--- config.mk ---
export PLATFORM = sky130hd
export DESIGN_NAME = axi4_lite_mst_arbiter_flat
export DESIGN_NICKNAME = d
export VERILOG_FILES = /design/src/rtl/axi4_lite_mst_arbiter_if.sv /design/src/rtl/axi4_lite_mst_arbiter.sv /design/src/flat_wrapper.sv
export SDC_FILE = /design/constraint.sdc
export NUM_CORES = 1
export LEC_CHECK = 0
export ABC_AREA = 1
export CAP_MARGIN = 20
export CORE_ASPECT_RATIO = 0.5
export CORE_UTILIZATION = 34
export CTS_CLUSTER_DIAMETER = 30
export DETAILED_ROUTE_END_ITERATION = 7
export GPL_TIMING_DRIVEN = 0
export PLACE_DENSITY = 0.75
export SLEW_MARGIN = 15
export SYNTH_ARGS = -nofsm -noshare
export SYNTH_HDL_FRONTEND = slang
export SYNTH_SLANG_ARGS = --single-unit
--- constraint.sdc ---
create_clock -name i_clk -period 1.2 [get_ports i_clk]
set_input_delay 0.18 -clock i_clk [delete_from_list [all_inputs] [get_ports i_clk]]
set_output_delay 0.18 -clock i_clk [all_outputs]
set_load 0.01 [all_outputs]
--- src/rtl/axi4_lite_mst_arbiter_if.sv ---
// AXI4-Lite bundle shared between a master and a slave.
//   mst modport: drives AW/W/AR channels and B/R ready.
//   slv modport: drives AW/W/AR ready and the B/R channels.
interface axi4_lite_if #(
  parameter int unsigned AXI4_LITE_ADDR_BIT_WIDTH = 4,
  parameter int unsigned AXI4_LITE_DATA_BIT_WIDTH = 32
);
  logic                                  awvalid;
  logic                                  awready;
  logic [AXI4_LITE_ADDR_BIT_WIDTH-1:0]   awaddr;
  logic [2:0]                            awprot;
  logic                                  wvalid;
  logic                                  wready;
  logic [AXI4_LITE_DATA_BIT_WIDTH-1:0]   wdata;
  logic [AXI4_LITE_DATA_BIT_WIDTH/8-1:0] wstrb;
  logic                                  bvalid;
  logic                                  bready;
  logic [1:0]                            bresp;
  logic                                  arvalid;
  logic                                  arready;
  logic [AXI4_LITE_ADDR_BIT_WIDTH-1:0]   araddr;
  logic [2:0]                            arprot;
  logic                                  rvalid;
  logic                                  rready;
  logic [AXI4_LITE_DATA_BIT_WIDTH-1:0]   rdata;
  logic [1:0]                            rresp;

  modport mst (
    output awvalid, awaddr, awprot, wvalid, wdata, wstrb, bready,
    output arvalid, araddr, arprot, rready,
    input  awready, wready, bvalid, bresp, arready, rvalid, rdata, rresp
  );

  modport slv (
    input  awvalid, awaddr, awprot, wvalid, wdata, wstrb, bready,
    input  arvalid, araddr, arprot, rready,
    output awready, wready, bvalid, bresp, arready, rvalid, rdata, rresp
  );
endinterface

--- src/rtl/axi4_lite_mst_arbiter.sv ---
// Round-robin arbiter that turns simple register-access requests from N_REQ requesters into
// single-beat AXI4-Lite writes/reads on one master port.
//   i_clk, i_sync_rst   : clock, synchronous active-high reset
//   i_req/i_we          : per-requester request level and direction (1 = write)
//   i_addr/i_wdata      : per-requester address/write data, requester k uses slice k
//   o_ack               : one-hot single-cycle completion pulse
//   o_rdata/o_resp      : last read data / last BRESP or RRESP, valid with o_ack
//   o_busy              : high whenever a transaction is in flight
//   if_m_axi4_lite      : AXI4-Lite master port
module axi4_lite_mst_arbiter #(
  parameter int unsigned N_REQ                    = 2,
  parameter int unsigned AXI4_LITE_ADDR_BIT_WIDTH = 4,
  parameter int unsigned AXI4_LITE_DATA_BIT_WIDTH = 32
) (
  input  logic                                        i_clk,
  input  logic                                        i_sync_rst,
  input  logic [N_REQ-1:0]                            i_req,
  input  logic [N_REQ-1:0]                            i_we,
  input  logic [N_REQ*AXI4_LITE_ADDR_BIT_WIDTH-1:0]   i_addr,
  input  logic [N_REQ*AXI4_LITE_DATA_BIT_WIDTH-1:0]   i_wdata,
  output logic [N_REQ-1:0]                            o_ack,
  output logic [AXI4_LITE_DATA_BIT_WIDTH-1:0]         o_rdata,
  output logic [1:0]                                  o_resp,
  output logic                                        o_busy,
  axi4_lite_if.mst                                    if_m_axi4_lite
);
  localparam int unsigned AW = AXI4_LITE_ADDR_BIT_WIDTH;
  localparam int unsigned DW = AXI4_LITE_DATA_BIT_WIDTH;
  localparam int unsigned IW = (N_REQ > 1) ? $clog2(N_REQ) : 1;

  typedef enum logic [2:0] {StIdle, StWrAwW, StWrB, StRdAr, StRdR, StAck} state_e;

  state_e            state_q;
  logic [IW-1:0]     ptr_q;
  logic [IW-1:0]     grant_q;
  logic [AW-1:0]     addr_q;
  logic [DW-1:0]     wdata_q;
  logic              awvalid_q;
  logic              wvalid_q;
  logic              bready_q;
  logic              arvalid_q;
  logic              rready_q;
  logic [N_REQ-1:0]  ack_q;
  logic [DW-1:0]     rdata_q;
  logic [1:0]        resp_q;

  // First requesting index at or after ptr_q, wrapping around.
  logic          pick_valid;
  logic [IW-1:0] pick_idx;
  int unsigned   cand;
  always_comb begin
    pick_valid = 1'b0;
    pick_idx   = '0;
    cand       = 0;
    for (int unsigned i = 0; i < N_REQ; i++) begin
      cand = (32'(ptr_q) + i) % N_REQ;
      if (!pick_valid && i_req[cand]) begin
        pick_valid = 1'b1;
        pick_idx   = IW'(cand);
      end
    end
  end

  // A valid that is still outstanding after this edge; both zero means AW and W are done.
  logic aw_left;
  logic w_left;
  assign aw_left = awvalid_q && !if_m_axi4_lite.awready;
  assign w_left  = wvalid_q && !if_m_axi4_lite.wready;

  logic [IW-1:0] ptr_next;
  assign ptr_next = IW'((32'(grant_q) + 1) % N_REQ);

  always_ff @(posedge i_clk) begin
    if (i_sync_rst) begin
      state_q   <= StIdle;
      ptr_q     <= '0;
      grant_q   <= '0;
      addr_q    <= '0;
      wdata_q   <= '0;
      awvalid_q <= 1'b0;
      wvalid_q  <= 1'b0;
      bready_q  <= 1'b0;
      arvalid_q <= 1'b0;
      rready_q  <= 1'b0;
      ack_q     <= '0;
      rdata_q   <= '0;
      resp_q    <= 2'b00;
    end else begin
      ack_q <= '0;
      unique case (state_q)
        StIdle: begin
          if (pick_valid) begin
            grant_q <= pick_idx;
            addr_q  <= i_addr[pick_idx*AW +: AW];
            wdata_q <= i_wdata[pick_idx*DW +: DW];
            if (i_we[pick_idx]) begin
              awvalid_q <= 1'b1;
              wvalid_q  <= 1'b1;
              state_q   <= StWrAwW;
            end else begin
              arvalid_q <= 1'b1;
              state_q   <= StRdAr;
            end
          end
        end
        StWrAwW: begin
          // Each valid falls on its own handshake; AW and W may finish in any order.
          if (!aw_left) awvalid_q <= 1'b0;
          if (!w_left)  wvalid_q  <= 1'b0;
          if (!aw_left && !w_left) begin
            bready_q <= 1'b1;
            state_q  <= StWrB;
          end
        end
        StWrB: begin
          if (if_m_axi4_lite.bvalid) begin
            resp_q   <= if_m_axi4_lite.bresp;
            bready_q <= 1'b0;
            ack_q    <= N_REQ'(1) << grant_q;
            state_q  <= StAck;
          end
        end
        StRdAr: begin
          if (if_m_axi4_lite.arready) begin
            arvalid_q <= 1'b0;
            rready_q  <= 1'b1;
            state_q   <= StRdR;
          end
        end
        StRdR: begin
          if (if_m_axi4_lite.rvalid) begin
            rdata_q  <= if_m_axi4_lite.rdata;
            resp_q   <= if_m_axi4_lite.rresp;
            rready_q <= 1'b0;
            ack_q    <= N_REQ'(1) << grant_q;
            state_q  <= StAck;
          end
        end
        StAck: begin
          ptr_q   <= ptr_next;
          state_q <= StIdle;
        end
        default: state_q <= StIdle;
      endcase
    end
  end

  assign if_m_axi4_lite.awvalid = awvalid_q;
  assign if_m_axi4_lite.awaddr  = addr_q;
  assign if_m_axi4_lite.awprot  = 3'b000;
  assign if_m_axi4_lite.wvalid  = wvalid_q;
  assign if_m_axi4_lite.wdata   = wdata_q;
  assign if_m_axi4_lite.wstrb   = '1;
  assign if_m_axi4_lite.bready  = bready_q;
  assign if_m_axi4_lite.arvalid = arvalid_q;
  assign if_m_axi4_lite.araddr  = addr_q;
  assign if_m_axi4_lite.arprot  = 3'b000;
  assign if_m_axi4_lite.rready  = rready_q;

  assign o_ack   = ack_q;
  assign o_rdata = rdata_q;
  assign o_resp  = resp_q;
  assign o_busy  = (state_q != StIdle);
endmodule
--- src/flat_wrapper.sv ---
// flat-port wrapper written by rule: the top's interface ports become plain ports
module axi4_lite_mst_arbiter_flat 
#(
  parameter int unsigned N_REQ                    = 2,
  parameter int unsigned AXI4_LITE_ADDR_BIT_WIDTH = 4,
  parameter int unsigned AXI4_LITE_DATA_BIT_WIDTH = 32
)
  (i_clk, i_sync_rst, i_req, i_we, i_addr, i_wdata, o_ack, o_rdata, o_resp, o_busy, if_m_axi4_lite_awvalid, if_m_axi4_lite_awaddr, if_m_axi4_lite_awprot, if_m_axi4_lite_wvalid, if_m_axi4_lite_wdata, if_m_axi4_lite_wstrb, if_m_axi4_lite_bready, if_m_axi4_lite_arvalid, if_m_axi4_lite_araddr, if_m_axi4_lite_arprot, if_m_axi4_lite_rready, if_m_axi4_lite_awready, if_m_axi4_lite_wready, if_m_axi4_lite_bvalid, if_m_axi4_lite_bresp, if_m_axi4_lite_arready, if_m_axi4_lite_rvalid, if_m_axi4_lite_rdata, if_m_axi4_lite_rresp);
  axi4_lite_if #(.AXI4_LITE_ADDR_BIT_WIDTH(AXI4_LITE_ADDR_BIT_WIDTH), .AXI4_LITE_DATA_BIT_WIDTH(AXI4_LITE_DATA_BIT_WIDTH)) if_m_axi4_lite_i ();
  input  logic i_clk;
  input  logic i_sync_rst;
  input  logic [N_REQ-1:0] i_req;
  input  logic [N_REQ-1:0] i_we;
  input  logic [N_REQ*AXI4_LITE_ADDR_BIT_WIDTH-1:0] i_addr;
  input  logic [N_REQ*AXI4_LITE_DATA_BIT_WIDTH-1:0] i_wdata;
  output logic [N_REQ-1:0] o_ack;
  output logic [AXI4_LITE_DATA_BIT_WIDTH-1:0] o_rdata;
  output logic [1:0] o_resp;
  output logic o_busy;
  output wire logic [$bits(if_m_axi4_lite_i.awvalid)-1:0] if_m_axi4_lite_awvalid;
  output wire logic [$bits(if_m_axi4_lite_i.awaddr)-1:0] if_m_axi4_lite_awaddr;
  output wire logic [$bits(if_m_axi4_lite_i.awprot)-1:0] if_m_axi4_lite_awprot;
  output wire logic [$bits(if_m_axi4_lite_i.wvalid)-1:0] if_m_axi4_lite_wvalid;
  output wire logic [$bits(if_m_axi4_lite_i.wdata)-1:0] if_m_axi4_lite_wdata;
  output wire logic [$bits(if_m_axi4_lite_i.wstrb)-1:0] if_m_axi4_lite_wstrb;
  output wire logic [$bits(if_m_axi4_lite_i.bready)-1:0] if_m_axi4_lite_bready;
  output wire logic [$bits(if_m_axi4_lite_i.arvalid)-1:0] if_m_axi4_lite_arvalid;
  output wire logic [$bits(if_m_axi4_lite_i.araddr)-1:0] if_m_axi4_lite_araddr;
  output wire logic [$bits(if_m_axi4_lite_i.arprot)-1:0] if_m_axi4_lite_arprot;
  output wire logic [$bits(if_m_axi4_lite_i.rready)-1:0] if_m_axi4_lite_rready;
  input wire logic [$bits(if_m_axi4_lite_i.awready)-1:0] if_m_axi4_lite_awready;
  input wire logic [$bits(if_m_axi4_lite_i.wready)-1:0] if_m_axi4_lite_wready;
  input wire logic [$bits(if_m_axi4_lite_i.bvalid)-1:0] if_m_axi4_lite_bvalid;
  input wire logic [$bits(if_m_axi4_lite_i.bresp)-1:0] if_m_axi4_lite_bresp;
  input wire logic [$bits(if_m_axi4_lite_i.arready)-1:0] if_m_axi4_lite_arready;
  input wire logic [$bits(if_m_axi4_lite_i.rvalid)-1:0] if_m_axi4_lite_rvalid;
  input wire logic [$bits(if_m_axi4_lite_i.rdata)-1:0] if_m_axi4_lite_rdata;
  input wire logic [$bits(if_m_axi4_lite_i.rresp)-1:0] if_m_axi4_lite_rresp;
  assign if_m_axi4_lite_awvalid = if_m_axi4_lite_i.awvalid;
  assign if_m_axi4_lite_awaddr = if_m_axi4_lite_i.awaddr;
  assign if_m_axi4_lite_awprot = if_m_axi4_lite_i.awprot;
  assign if_m_axi4_lite_wvalid = if_m_axi4_lite_i.wvalid;
  assign if_m_axi4_lite_wdata = if_m_axi4_lite_i.wdata;
  assign if_m_axi4_lite_wstrb = if_m_axi4_lite_i.wstrb;
  assign if_m_axi4_lite_bready = if_m_axi4_lite_i.bready;
  assign if_m_axi4_lite_arvalid = if_m_axi4_lite_i.arvalid;
  assign if_m_axi4_lite_araddr = if_m_axi4_lite_i.araddr;
  assign if_m_axi4_lite_arprot = if_m_axi4_lite_i.arprot;
  assign if_m_axi4_lite_rready = if_m_axi4_lite_i.rready;
  assign if_m_axi4_lite_i.awready = if_m_axi4_lite_awready;
  assign if_m_axi4_lite_i.wready = if_m_axi4_lite_wready;
  assign if_m_axi4_lite_i.bvalid = if_m_axi4_lite_bvalid;
  assign if_m_axi4_lite_i.bresp = if_m_axi4_lite_bresp;
  assign if_m_axi4_lite_i.arready = if_m_axi4_lite_arready;
  assign if_m_axi4_lite_i.rvalid = if_m_axi4_lite_rvalid;
  assign if_m_axi4_lite_i.rdata = if_m_axi4_lite_rdata;
  assign if_m_axi4_lite_i.rresp = if_m_axi4_lite_rresp;
  axi4_lite_mst_arbiter #(.N_REQ(N_REQ), .AXI4_LITE_ADDR_BIT_WIDTH(AXI4_LITE_ADDR_BIT_WIDTH), .AXI4_LITE_DATA_BIT_WIDTH(AXI4_LITE_DATA_BIT_WIDTH)) u_core (.i_clk(i_clk), .i_sync_rst(i_sync_rst), .i_req(i_req), .i_we(i_we), .i_addr(i_addr), .i_wdata(i_wdata), .o_ack(o_ack), .o_rdata(o_rdata), .o_resp(o_resp), .o_busy(o_busy), .if_m_axi4_lite(if_m_axi4_lite_i));
endmodule
==> flow_summary_export.csv <==
group,metric,value,unit
status,status,"finished with violations",
status,violations,"negative setup slack",
logic_synthesis,synth.area.top_cells,"dfxtp_1 (47%), nand2_1 (11%), o21ai_0 (7.5%)",
worst_setup_path,critical_path_arrival,1640,ps
global_route,grt_pass1_vias,3839,
timing,setup_violations,81,
final_layout,nets,842,
pwr,cellLeakagePower,3.18,nW
timing,worstMarginPinSlew,714,ps
floorplan,rows,25,
logic_synthesis,synth.area.mux_share,0,
final_layout,area_growth,108,%
timing,clock.fmax,0.709,GHz
floorplan,initial_core_util,0.359,
clock_tree,cts_tree,"built",
placed_design,post-dp-hpwl,8.33,mm
logic_synthesis,synthFlopType,"dfxtp_1",
floorplan,die_h,73.4,µm
timing,period_share,1.18,
pwr,ir_drop,0.00115,V
clock_tree,ctsHoldBuffers,0,
logic_synthesis,synth_enable_flop_cells,0,
pwr,powerDensity,2070,mW/mm²
timing,tns,-11370,ps
logic_synthesis,synth.top_cell.area_share,0.473,
placed_design,port_buffers,199,
final_layout,postLayoutCellArea,0.00720,mm²
worst_setup_path,critPathLaunchType,"register",
pwr,finalPower,14.9,mW
final_layout,layout-drive-gt1-share,0.315,
placed_design,dp.cells,803,
flow_run,drv_cap,0,
drt,wirelength,13.4,mm
drt,drt_first_iter_violations,123,
timing,skew,12.4,ps
clock_tree,clkLatencyLatePin,340,ps
logic_synthesis,ys_types,23,
floorplan,core_area,0.00967,mm²
logic_synthesis,ys_seq_area_frac,0.473,
worst_setup_path,cp_slowest_cell,"dfxtp_4",
clock_tree,root_buffer,"clkbuf_16",
worst_setup_path,path_cells,"nor2_4 -> buf_6 -> buf_6 -> nand3_4 -> buf_12 -> clkbuf_16 -> o21ai_2 -> a21oi_1",
timing,relSlewSlack,0.524,
timing,worst_slack,-211,ps
logic_synthesis,synth_top_area_cell,"dfxtp_1",
drt,ant_nets,0,
logic_synthesis,yosysWarnings,0,
logic_synthesis,ys_seq_elements,82,
logic_synthesis,synth_compound_area_frac,0.237,
global_route,grt_max_degree,16,
floorplan,pin_count,211,
floorplan,die_w,145,µm
worst_setup_path,critPathCaptureType,"register",
hold_path,min_path_type,"in2reg",
global_route,grt.total_usage,0.231,
floorplan,dieArea,0.0106,mm²
global_route,grt_antenna_before_repair,0,
drt,drc,0,
logic_synthesis,synth_top_family_by_area,"compound AO/OA/AOI/OAI gates",
logic_synthesis,synth_area,0.00347,mm²
final_layout,antennaDiodeCount,0,
worst_setup_path,cp_slowest_stage_delay,350,ps
timing,fin_crit,1410,ps
timing,final-hold-violation-count,0,
logic_synthesis,synth-xor-area-share,0,
logic_synthesis,synthSimpleGateAreaFrac,0.160,
placed_design,dpl_cell_area,0.00566,mm²
logic_synthesis,synth_adder_area_share,0,
clock_tree,clock_sinks,82,
logic_synthesis,avgSynthCellArea,7.52,µm²
drt,vias,4174,
final_layout,nFillCells,716,
clock_tree,cts.htree.levels,3,
logic_synthesis,synth-async-reset-ratio,0,
drt,first_pass_iters,4,
placed_design,gp_congestion,0.829,
global_route,grt_pass1_wl,18.7,mm
worst_setup_path,cpMostUsedCell,"buf_6",
drt,post_drt_wl_per_cell,15.5,µm
final_layout,finalNonFillerCells,863,
worst_setup_path,path_max_fanout,7,
timing,slew_violations,0,
worst_setup_path,worstSetupPathType,"reg2reg",
logic_synthesis,synth_common_cells,"nand2_1 (99), dfxtp_1 (82), o21ai_0 (52), inv_1 (42), a21oi_1 (41)",
global_route,grt_overflow,0,
drt,vias_per_cell,4.84,
clock_tree,clkTransAtPathRegs,70,ps
clock_tree,clk_path_buf_depth,2,
logic_synthesis,yosysMostFrequentCell,"nand2_1",
clock_tree,cts_buffers,9,
worst_setup_path,cp.required,1430,ps
timing,rsz0062_at_grt,"yes",
logic_synthesis,synthCells,461,
## through the flow
step	worst slack (ps)	hold WS, ps	utilization
floorplan	3.92	339	-
global placement	-616	429	0.586
detailed placement	-708	436	0.586
CTS	-210	157	0.700
global route	-272	192	0.745
finish	-211	181	0.745
## cell type report
type | instances | area [µm²] | share of cell area
timing repair buffer | 245 | 2470 | 0.343
multi-input combinational | 296 | 1940 | 0.270
sequential | 82 | 1660 | 0.230
buffer | 44 | 430 | 0.0598
clock buffer | 9 | 225 | 0.0313
inverter | 45 | 189 | 0.0262
tap | 135 | 169 | 0.0235
clock inverter | 7 | 121 | 0.0169
## layer usage
| metal | vias to the layer above | GRT usage | share of wire |
|---|---|---|---|
| li1 | 2050 | - | - |
| met1 | 1955 | 0.253 | 0.40 |
| met2 | 138 | 0.436 | 0.52 |
| met3 | 31 | 0.0658 | 0.055 |
| met4 | 0 | 0.0690 | 0.024 |
| met5 | - | 0 | 0 |
## cells by family after synthesis
kind of cell,Yosys count
flops,82
compound gates,154
simple gates,132
buf+inv,91
other cells,2
## power by group
group	switching [mW]	internal (mW)	leakage, nW
sequential	0.496	3.55	0.675
clock	1.18	2.05	0.171
combinational	3.55	4.05	2.34
## timing repair
item                       4_1_cts  5_1_grt
gates cloned                    12        2
setup buffers                   21       15
setup endpoints to repair      161       90
pin swaps                       16       18
gates resized for setup        255      124
## worst max-delay path: cells and delay by family (launching register included)
kind | cells | cell delay, ps
buffers and inverters | 4 | 560
flip-flops | 1 | 350
AND/OR/NAND/NOR | 2 | 230
AO/OA/AOI/OAI | 2 | 160
## cell usage in the layout, fill, tap and decap left out, types with 7 or more instances in the layout
cell             Yosys  layout
a21oi_2              0      18
clkdlybuf4s50_1      0     115
a21oi_1             41      21
conb_1               2      10
a31oi_1             38      37
o21ai_0             52      14
dlygate4sd2_1        0      71
o21ai_2              0      49
buf_4               14      34
clkbuf_16            0      11
buf_2               13       7
nand2_1             99      88
dfxtp_1             82      75
inv_1               42      39
buf_6                4      18
buf_8                0      11
## final timing paths
| check | endpoint | startpoint | slack [ps] | cells past startpoint |
|---|---|---|---|---|
| hold / removal | u_core.if_m_axi4_lite.arvalid | i_sync_rst | 180 | 2 |
| setup / recovery | u_core.o_rdata[23] | u_core.state_q[0] | -210 | 8 |
| hold reg to reg | u_core.o_rdata[20] | u_core.o_rdata[20] | 440 | 2 |
| setup reg to reg | u_core.o_rdata[23] | u_core.state_q[0] | -210 | 8 |
## sequential cells by signal, summed over array words and instances, names as in the netlist
signal,cells
u_core.if_m_axi4_lite.awvalid,1
u_core.if_m_axi4_lite.wdata,32
u_core.o_rdata,32
u_core.if_m_axi4_lite.bready,1
u_core.if_m_axi4_lite.arvalid,1
u_core.o_ack,2
u_core.grant_q,1
u_core.if_m_axi4_lite.araddr,4
u_core.if_m_axi4_lite.rready,1
u_core.o_resp,2
u_core.state_q,3
u_core.ptr_q,1
u_core.if_m_axi4_lite.wvalid,1
No activity file was read; power rests on OpenSTA's default activity.
